`config.mk`:
```
export PLATFORM = sky130hd
export DESIGN_NAME = vga_timing_gen
export DESIGN_NICKNAME = d
export VERILOG_FILES = /design/src/rtl/vga_timing_pkg.sv /design/src/rtl/vga_axis_counter.sv /design/src/rtl/vga_timing_gen.sv
export SDC_FILE = /design/constraint.sdc
export NUM_CORES = 1
export LEC_CHECK = 0
export BUFFER_PORTS_ARGS = -buffer_cell sky130_fd_sc_hd__buf_4
export CAP_MARGIN = 20
export CORE_MARGIN = 1
export CORE_UTILIZATION = 30
export CTS_CLUSTER_SIZE = 28
export DETAILED_ROUTE_END_ITERATION = 7
export PLACE_DENSITY_LB_ADDON = 0.12
export SYNTH_ARGS = -nofsm -noshare
export SYNTH_HDL_FRONTEND = slang
export SYNTH_SLANG_ARGS = --single-unit
```
`constraint.sdc`:
```
create_clock -name Clk -period 6.6 [get_ports Clk]
set_input_delay 1.32 -clock Clk [delete_from_list [all_inputs] [get_ports Clk]]
set_output_delay 1.32 -clock Clk [all_outputs]
set_load 0.05 [all_outputs]
```
`src/rtl/vga_timing_pkg.sv`:
```
// vga_timing_pkg: shared enums and 640x480@60 default timing for the VGA raster generator.
package vga_timing_pkg;

    typedef enum logic [1:0] {WAIT_INIT, RUN, DRAIN} state_t;
    typedef enum logic [1:0] {REG_ACTIVE, REG_FP, REG_SYNC, REG_BP} region_t;

    localparam int   DEF_H_ACTIVE = 640;
    localparam int   DEF_H_FP     = 16;
    localparam int   DEF_H_SYNC   = 96;
    localparam int   DEF_H_BP     = 48;
    localparam int   DEF_V_ACTIVE = 480;
    localparam int   DEF_V_FP     = 10;
    localparam int   DEF_V_SYNC   = 2;
    localparam int   DEF_V_BP     = 33;
    localparam logic DEF_HS_POL   = 1'b0;
    localparam logic DEF_VS_POL   = 1'b0;
    localparam int   DEF_CNT_W    = 12;

endpackage

```
`src/rtl/vga_axis_counter.sv`:
```
// vga_axis_counter: one raster axis; counts 0..TOTAL-1, reports its region and terminal count.
module vga_axis_counter
    import vga_timing_pkg::*;
#(
    parameter int ACTIVE = DEF_H_ACTIVE,
    parameter int FP     = DEF_H_FP,
    parameter int SYNC   = DEF_H_SYNC,
    parameter int BP     = DEF_H_BP,
    parameter int CNT_W  = DEF_CNT_W
)(
    input  logic             clk,
    input  logic             clear,
    input  logic             enable,
    output logic [CNT_W-1:0] count,
    output region_t          region,
    output logic             wrap
);

    localparam int TOTAL = ACTIVE + FP + SYNC + BP;

    logic [CNT_W-1:0] count_q, count_d;

    always_comb begin
        wrap    = count_q == CNT_W'(TOTAL - 1);
        count_d = clear ? '0 : !enable ? count_q : wrap ? '0 : count_q + 1'b1;
        region  = count_q < CNT_W'(ACTIVE)             ? REG_ACTIVE :
                  count_q < CNT_W'(ACTIVE + FP)        ? REG_FP     :
                  count_q < CNT_W'(ACTIVE + FP + SYNC) ? REG_SYNC   : REG_BP;
    end

    assign count = count_q;

    always_ff @(posedge clk) count_q <= count_d;

endmodule

```
`src/rtl/vga_timing_gen.sv`:
```
// vga_timing_gen: raster timing (syncs, DE, X/Y, next-line fetch) held idle until DAC init is done.
// Defining COLOR_BAR_EN adds registered Red/Green/Blue outputs carrying 8 vertical colour bars.
module vga_timing_gen
    import vga_timing_pkg::*;
#(
    parameter int   H_ACTIVE = DEF_H_ACTIVE,
    parameter int   H_FP     = DEF_H_FP,
    parameter int   H_SYNC   = DEF_H_SYNC,
    parameter int   H_BP     = DEF_H_BP,
    parameter int   V_ACTIVE = DEF_V_ACTIVE,
    parameter int   V_FP     = DEF_V_FP,
    parameter int   V_SYNC   = DEF_V_SYNC,
    parameter int   V_BP     = DEF_V_BP,
    parameter logic HS_POL   = DEF_HS_POL,
    parameter logic VS_POL   = DEF_VS_POL,
    parameter int   CNT_W    = DEF_CNT_W
)(
    input  logic             Clk,
    input  logic             Reset_n,
    input  logic             Init_done,
    output logic             HSync,
    output logic             VSync,
    output logic             DE,
    output logic [CNT_W-1:0] X,
    output logic [CNT_W-1:0] Y,
    output logic             Frame_start,
    output logic             Line_fetch,
    output logic [CNT_W-1:0] Fetch_line
`ifdef COLOR_BAR_EN
    ,
    output logic [7:0]       Red,
    output logic [7:0]       Green,
    output logic [7:0]       Blue
`endif
);

    localparam int H_TOTAL = H_ACTIVE + H_FP + H_SYNC + H_BP;
    localparam int V_TOTAL = V_ACTIVE + V_FP + V_SYNC + V_BP;

    if (longint'(H_TOTAL) > (64'd1 << CNT_W) || longint'(V_TOTAL) > (64'd1 << CNT_W)) begin : g_width_check
        $error("vga_timing_gen: H_TOTAL/V_TOTAL do not fit in CNT_W bits");
    end

    state_t           state_q, state_d;
    logic [CNT_W-1:0] h_cnt, v_cnt;
    region_t          h_reg, v_reg;
    logic             h_last, v_last, running, cnt_clear, frame_end;
    logic             hs_q, hs_d, vs_q, vs_d, de_q, de_d, fs_q, fs_d, lf_q, lf_d;
    logic [CNT_W-1:0] x_q, x_d, y_q, y_d, fl_q, fl_d;

    assign running   = state_q != WAIT_INIT;
    assign cnt_clear = !Reset_n || !running;

    vga_axis_counter #(
        .ACTIVE(H_ACTIVE), .FP(H_FP), .SYNC(H_SYNC), .BP(H_BP), .CNT_W(CNT_W)
    ) u_h (
        .clk(Clk), .clear(cnt_clear), .enable(running),
        .count(h_cnt), .region(h_reg), .wrap(h_last)
    );

    vga_axis_counter #(
        .ACTIVE(V_ACTIVE), .FP(V_FP), .SYNC(V_SYNC), .BP(V_BP), .CNT_W(CNT_W)
    ) u_v (
        .clk(Clk), .clear(cnt_clear), .enable(running && h_last),
        .count(v_cnt), .region(v_reg), .wrap(v_last)
    );

    // A frame in progress always completes; idling is only re-entered at the frame boundary.
    always_comb begin
        frame_end = h_last && v_last;
        state_d   = Init_done ? RUN : (state_q == WAIT_INIT || frame_end) ? WAIT_INIT : DRAIN;
        de_d      = running && h_reg == REG_ACTIVE && v_reg == REG_ACTIVE;
        hs_d      = h_reg == REG_SYNC ? HS_POL : ~HS_POL;
        vs_d      = v_reg == REG_SYNC ? VS_POL : ~VS_POL;
        x_d       = de_d ? h_cnt : x_q;
        y_d       = de_d ? v_cnt : y_q;
        fs_d      = running && h_cnt == '0 && v_cnt == '0;
        lf_d      = running && h_cnt == CNT_W'(H_ACTIVE) && (v_last || v_cnt < CNT_W'(V_ACTIVE - 1));
        fl_d      = !lf_d ? fl_q : v_last ? '0 : v_cnt + 1'b1;
    end

`ifdef COLOR_BAR_EN
    logic [2:0]  bar;
    logic [23:0] rgb_q, rgb_d;

    // Bar index bits select which primaries are off: bit1 kills red, bit2 green, bit0 blue.
    always_comb begin
        bar   = 3'(h_cnt / CNT_W'(H_ACTIVE / 8));
        rgb_d = de_d ? {{8{~bar[1]}}, {8{~bar[2]}}, {8{~bar[0]}}} : '0;
    end

    assign {Red, Green, Blue} = rgb_q;
`endif

    always_ff @(posedge Clk) begin
        if (!Reset_n) begin
            state_q <= WAIT_INIT;
            hs_q    <= ~HS_POL;
            vs_q    <= ~VS_POL;
            de_q    <= 1'b0;
            x_q     <= '0;
            y_q     <= '0;
            fs_q    <= 1'b0;
            lf_q    <= 1'b0;
            fl_q    <= '0;
`ifdef COLOR_BAR_EN
            rgb_q   <= '0;
`endif
        end else begin
            state_q <= state_d;
            hs_q    <= hs_d;
            vs_q    <= vs_d;
            de_q    <= de_d;
            x_q     <= x_d;
            y_q     <= y_d;
            fs_q    <= fs_d;
            lf_q    <= lf_d;
            fl_q    <= fl_d;
`ifdef COLOR_BAR_EN
            rgb_q   <= rgb_d;
`endif
        end
    end

    assign HSync       = hs_q;
    assign VSync       = vs_q;
    assign DE          = de_q;
    assign X           = x_q;
    assign Y           = y_q;
    assign Frame_start = fs_q;
    assign Line_fetch  = lf_q;
    assign Fetch_line  = fl_q;

endmodule

```
# After elaboration in Yosys (flattened, before gate mapping)
# Index checks and enable logic that the tools add are counted.
# op_classes
n_addsub	2
order_cmp	7
n_eq_ne	5
n_mux	12
bitwise	1
reduce_logical	20
# op_table
operator	n
12-bit by 9-bit less-than comparator with 1-bit output, second input constant	4
12-bit by 10-bit equality test with 1-bit output, second input constant	3
12-bit by 10-bit less-than comparator with 1-bit output, second input constant	3
12-bit by 1-bit adder with 12-bit output, second input constant	2
12-bit logical NOT	2
12-bit 2-to-1 mux	2
2-bit 2-to-1 mux	5
1-bit logical AND	8
2-bit logical NOT	3
1-bit 2-to-1 mux	5
2-bit equality test, second input constant	2
1-bit logical OR	3
1-bit logical NOT	2
2-bit nonzero test	1
2-bit OR reduction	1
1-bit inverter	1
# totals
reg_bits	67
in_bits	3
output_inout_bits	41
wordCells	59

# Logic depth before layout (Yosys ltp)
# depth
ltp_word	7
depth_mapped	8
depth_no_buf	6

# Cells and area by module
# From an unflattened synthesis, not the netlist that was laid out.
# hier_totals
hier_cells	331
area_unflattened_um2	2920.3
# modules_own_cells
module	instances	cells_each	area_each_um2	seq_area_each_um2
vga_timing_gen	1	192	1687.9	860.8
vga_axis_counter at u_v	1	70	625.6	240.2
vga_axis_counter at u_h	1	69	606.8	240.2

# Worst setup path after synthesis
# Ideal clock, no wire load.
# synth_timing
path_type	register -> register
from	register u_h.count_q[5], in the netlist u_h.count[5]
to	register u_v.count_q[7], in the netlist u_v.count[7]
setup_time_ns	0.071
arrival_time_ns	2.097
t_required_ns	6.529
slack_ns	4.432
stages_incl_launch_ff	7
path_buffers	2
synth_period_minus_slack_ns	2.168
cell_sequence	dfxtp_1 buf_6 or4b_4 or3b_1 buf_6 or4_1 a21oi_1
# synth_between
elab_chain_cells	2
# synth_lines
element	line_no	text
start: declaration	vga_axis_counter.sv:21	logic [CNT_W-1:0] count_q, count_d;
start signal: assignment	vga_axis_counter.sv:33	always_ff @(posedge clk) count_q <= count_d;
12-bit by 10-bit equality test with 1-bit output	vga_axis_counter.sv:24	wrap = count_q == CNT_W'(TOTAL - 1);
1-bit logical AND	vga_timing_gen.sv:64	.clk(Clk), .clear(cnt_clear), .enable(running && h_last),
end signal: assignment	vga_axis_counter.sv:33	
end: declaration	vga_axis_counter.sv:21	
# Every way passes these cells.
# A chain may end at the register's enable or synchronous reset.

# Worst setup path in the final report
# layout_timing
from	register u_v.count_q[0], in the netlist u_v.count[0]
to	register fl_q[9], in the netlist Fetch_line[9]
# layout_between
elab_chain_cells	3
elab_cells_between_ends	6
# layout_lines
element	line_no	text
12-bit by 9-bit less-than comparator with 1-bit output or 12-bit by 10-bit equality test with 1-bit output (tied branches)	vga_timing_gen.sv:78, vga_axis_counter.sv:24	
1-bit logical OR	vga_timing_gen.sv:78	lf_d = running && h_cnt == CNT_W'(H_ACTIVE) && (v_last || v_cnt < CNT_W'(V_ACTIVE - 1));
1-bit logical AND	vga_timing_gen.sv:78	
end signal: assignment	vga_timing_gen.sv:118	fl_q <= fl_d;
end: declaration	vga_timing_gen.sv:49	logic [CNT_W-1:0] x_q, x_d, y_q, y_d, fl_q, fl_d;
# Parallel ways exist; a longest one is shown, timed or not.

==> summary.txt <==
Timing
  • Total negative slack: 0 ps
  • Setup violations, final: 0
  • Max Clk Rate: approximately 0.36 GHz
  • Final Hold Viols: 0
  • Slew HR: 49.1%
  • Slew Viols, Final: 0
  • Fin crit period: 2790 ps
  • Worst-Margin Slew: approximately 760 ps
  • RSZ-0062 raised after global routing: no
  • Period utilization: between 40% and 50%
  • Clk_skew: between 10 and 15 ps

Finish
  • Antenna cells: 0
  • Layout cells sized above 1: 17.5%
  • Synth-to-layout area growth: 19.0%
  • Fin nets: around 380

CTS
  • Clock transition at the registers of the reported paths: ~70 ps
  • Post-CTS Resized: 0
  • Hold buffer count at CTS: 0
  • Clock Path Buffers: 2
  • Post-CTS Setup Bufs: 0
  • CTS Sinks: between 60 and 70
  • Worst skew pair latency: between 300 and 400 ps
  • CTS root buffer: clkbuf_8
  • CTS Buf Count: 9
  • Htree depth: 3
  • TritonCTS clock tree: yes

Hold path
  • Min-Delay Endpoint: Fetch_line[4]
  • Hold Crit Depth: 2
  • Min-Delay Path Class: reg -> reg
  • Hold Crit Start: Fetch_line[4]

Placed design
  • DP HPWL: 5300 µm
  • Port Buffers: 43
  • Gp weighted congestion: approximately 0.81

Worst setup path
  • Reg-to-reg critical path startpoint: u_v.count[0]
  • Worst Reg2Reg Path Length in Cells: 6
  • Critical path type: reg -> reg
  • Critical path arrival: slightly above 3000 ps
  • Capture point of the worst reg-to-reg path: Fetch_line[9]
  • Crit-path max FO: 16
  • Worst R2R Setup Slack: 3810 ps
  • Launching element type of the critical path: flop
  • Critical path capture point type: flop
  • CP required: 6820 ps

Synth
  • Distinct cell type count after synthesis: 44
  • Async S/R FF share, synth: 0%
  • Yosys reg bits: 67
  • Largest family of logic cells by synthesized area: simple AND/OR/NAND/NOR gates
  • Number of flops mapped to enable cells by yosys: 0
  • Register area share after synthesis: about 45%
  • Mapped Nets: ~360
  • Simple-gate area share of the yosys netlist: between 20% and 30%
  • Warnings from Yosys: 0
  • Top FF cell, synth: dfxtp_1
  • Synth Area in Compound Gates: ~15%
  • Syn Inst Count: about 350
  • Mux share of post-synthesis cell area: under 10%
  • Synth Cell Area: about 3000 µm²
  • Avg Cell Area, Syn: 8.52 µm²
  • Post-Synth Adder-Cell Area: ~1.7%
  • Post-Synth XOR/XNOR Area: under 10%

Global routing
  • Total grt overflow: 0
  • Initial antenna violation count: 0
  • Gr usage total: 16.4%
  • Vias in the first global route: between 2000 and 3000
  • Pin count of the biggest net entering global routing: 31
  • First-pass GRT wire length: 13000 µm

Floorplan
  • Die H: between 100 and 150 µm
  • Core Region: approximately 9400 µm²
  • Rows: 35
  • Die area: about 10000 µm²
  • Boundary pin count: 44
  • Initial core utilization: between 30% and 40%
  • Chip width: 101 µm

Outcome
  • Run status: complete, no violations

Pwr
  • PwrDens: ~220 nW/µm²
  • Total Power: 0.000761 W
  • Leak Pwr: around 1.3 nW
  • Worst IR Drop VDD: 0.000101 V

Drt
  • Detailed-router iteration count before antenna repair: 4
  • Routed Antenna Nets: 0
  • Routed WL: roughly 7700 µm
  • Routed len/inst: ~15 µm
  • Number of DRC markers in iteration 0: ~110
  • DRC: 0
  • Via count: 2638
  • Vias per cell: roughly 5.2

Flow run
  • Max-cap viol count: 0
final cells by class:
class                           instances  area [µm²]
Clock buffer                           10         128
Clock inverter                          5        55.1
Inverter                               11        41.3
Timing Repair Buffer                   46         345
Sequential cell                        67        1340
Tap cell                              129         161
Fill cell                            1012        5890
Multi-Input combinational cell        239        1460
power breakdown:
group          switching, W  internal, W  total [W]
Sequential       0.00000155     0.000406   0.000407
Combinational     0.0000186   0.00000583  0.0000245
Clock              0.000158     0.000171   0.000329
Total              0.000178     0.000583   0.000761
worst max-delay path: stages, from the launching register on:
cell	delay, ps
dfxtp_1	360
inv_1	110
ha_1	140
nor4b_1	310
nand4_1	610
a2111o_1	840
and3_1	300
cell usage after synthesis, drive strengths merged, types with 6 or more instances:
cell,number,area [µm²]
dfxtp,67,1340
buf,6,45.0
a21oi,30,150
o21ai,26,130
nor3,12,60.1
mux2i,9,90.1
nand3,36,180
nand2,20,75.1
and3,14,87.6
xnor2,8,70.1
inv,11,41.3
nor2,23,86.3
clkbuf,25,93.8
nand4,8,50.1
per-layer routing:
layer,vias to the layer above,track usage [%],share of wire (%)
li1,1298,-,-
met1,1279,21.1,47
met2,52,26.5,48
met3,9,4.62,4.1
met4,0,5.24,1.4
met5,-,0,0
cells in the final DEF, fill, tap and decap left out, types with 8 or more instances in the layout:
master    count
mux2i_1       9
dfxtp_1      67
nand2_1      20
inv_1        11
xnor2_1       8
and3_1       14
buf_4        46
clkbuf_8      9
nand4_1       8
nor2_1       23
a21oi_1      30
nor3_1       12
nand3_1      36
o21ai_0      25
through the flow:
step                      cell area (µm²)  hold slack (ps)  instances  util, %  setup WS, ps
after CTS                            3530              471        507     37.5          3770
after global placement               3340              451        492     35.5          3830
after detailed placement             3340              461        492     35.5          3780
final                                3530              464        507     37.5          3810
after global routing                 3530              492        507     37.5          3490
after floorplan                      2960              441        348        -          4430
flip-flops by register name (all words and copies together), names as in the netlist:
register and cells:
u_v.count 12, HSync 1, VSync 1, Line_fetch 1, Y 12, state_q 2
DE 1, X 12, u_h.count 12, Frame_start 1, Fetch_line 12
cell families (layout without fill, tap and decap cells):
| kind of cell | count (synthesis) | after routing |
|---|---|---|
| and+or+nand+nor | 137 | 137 |
| AOI/OAI and AO/OA | 76 | 76 |
| DFF | 67 | 67 |
| buffers and inverters | 42 | 72 |
| xor gates and xnor gates | 13 | 13 |
| muxes | 9 | 9 |
| adders and majority gates | 4 | 4 |
worst max path at each step:
stage	startpoint	end	slack, ps	cells after the start
after CTS	u_v.count[0]	Fetch_line[9]	3770	6
after detailed placement	Reset_n	u_h.count[10]	3780	5
after global placement	u_v.count[0]	Fetch_line[11]	3830	6
final	u_v.count[0]	Fetch_line[9]	3810	6
after global routing	u_v.count[0]	Fetch_line[9]	3490	6
after floorplan	u_h.count[5]	u_v.count[7]	4430	6
Power figures use the tool's default switching activity.
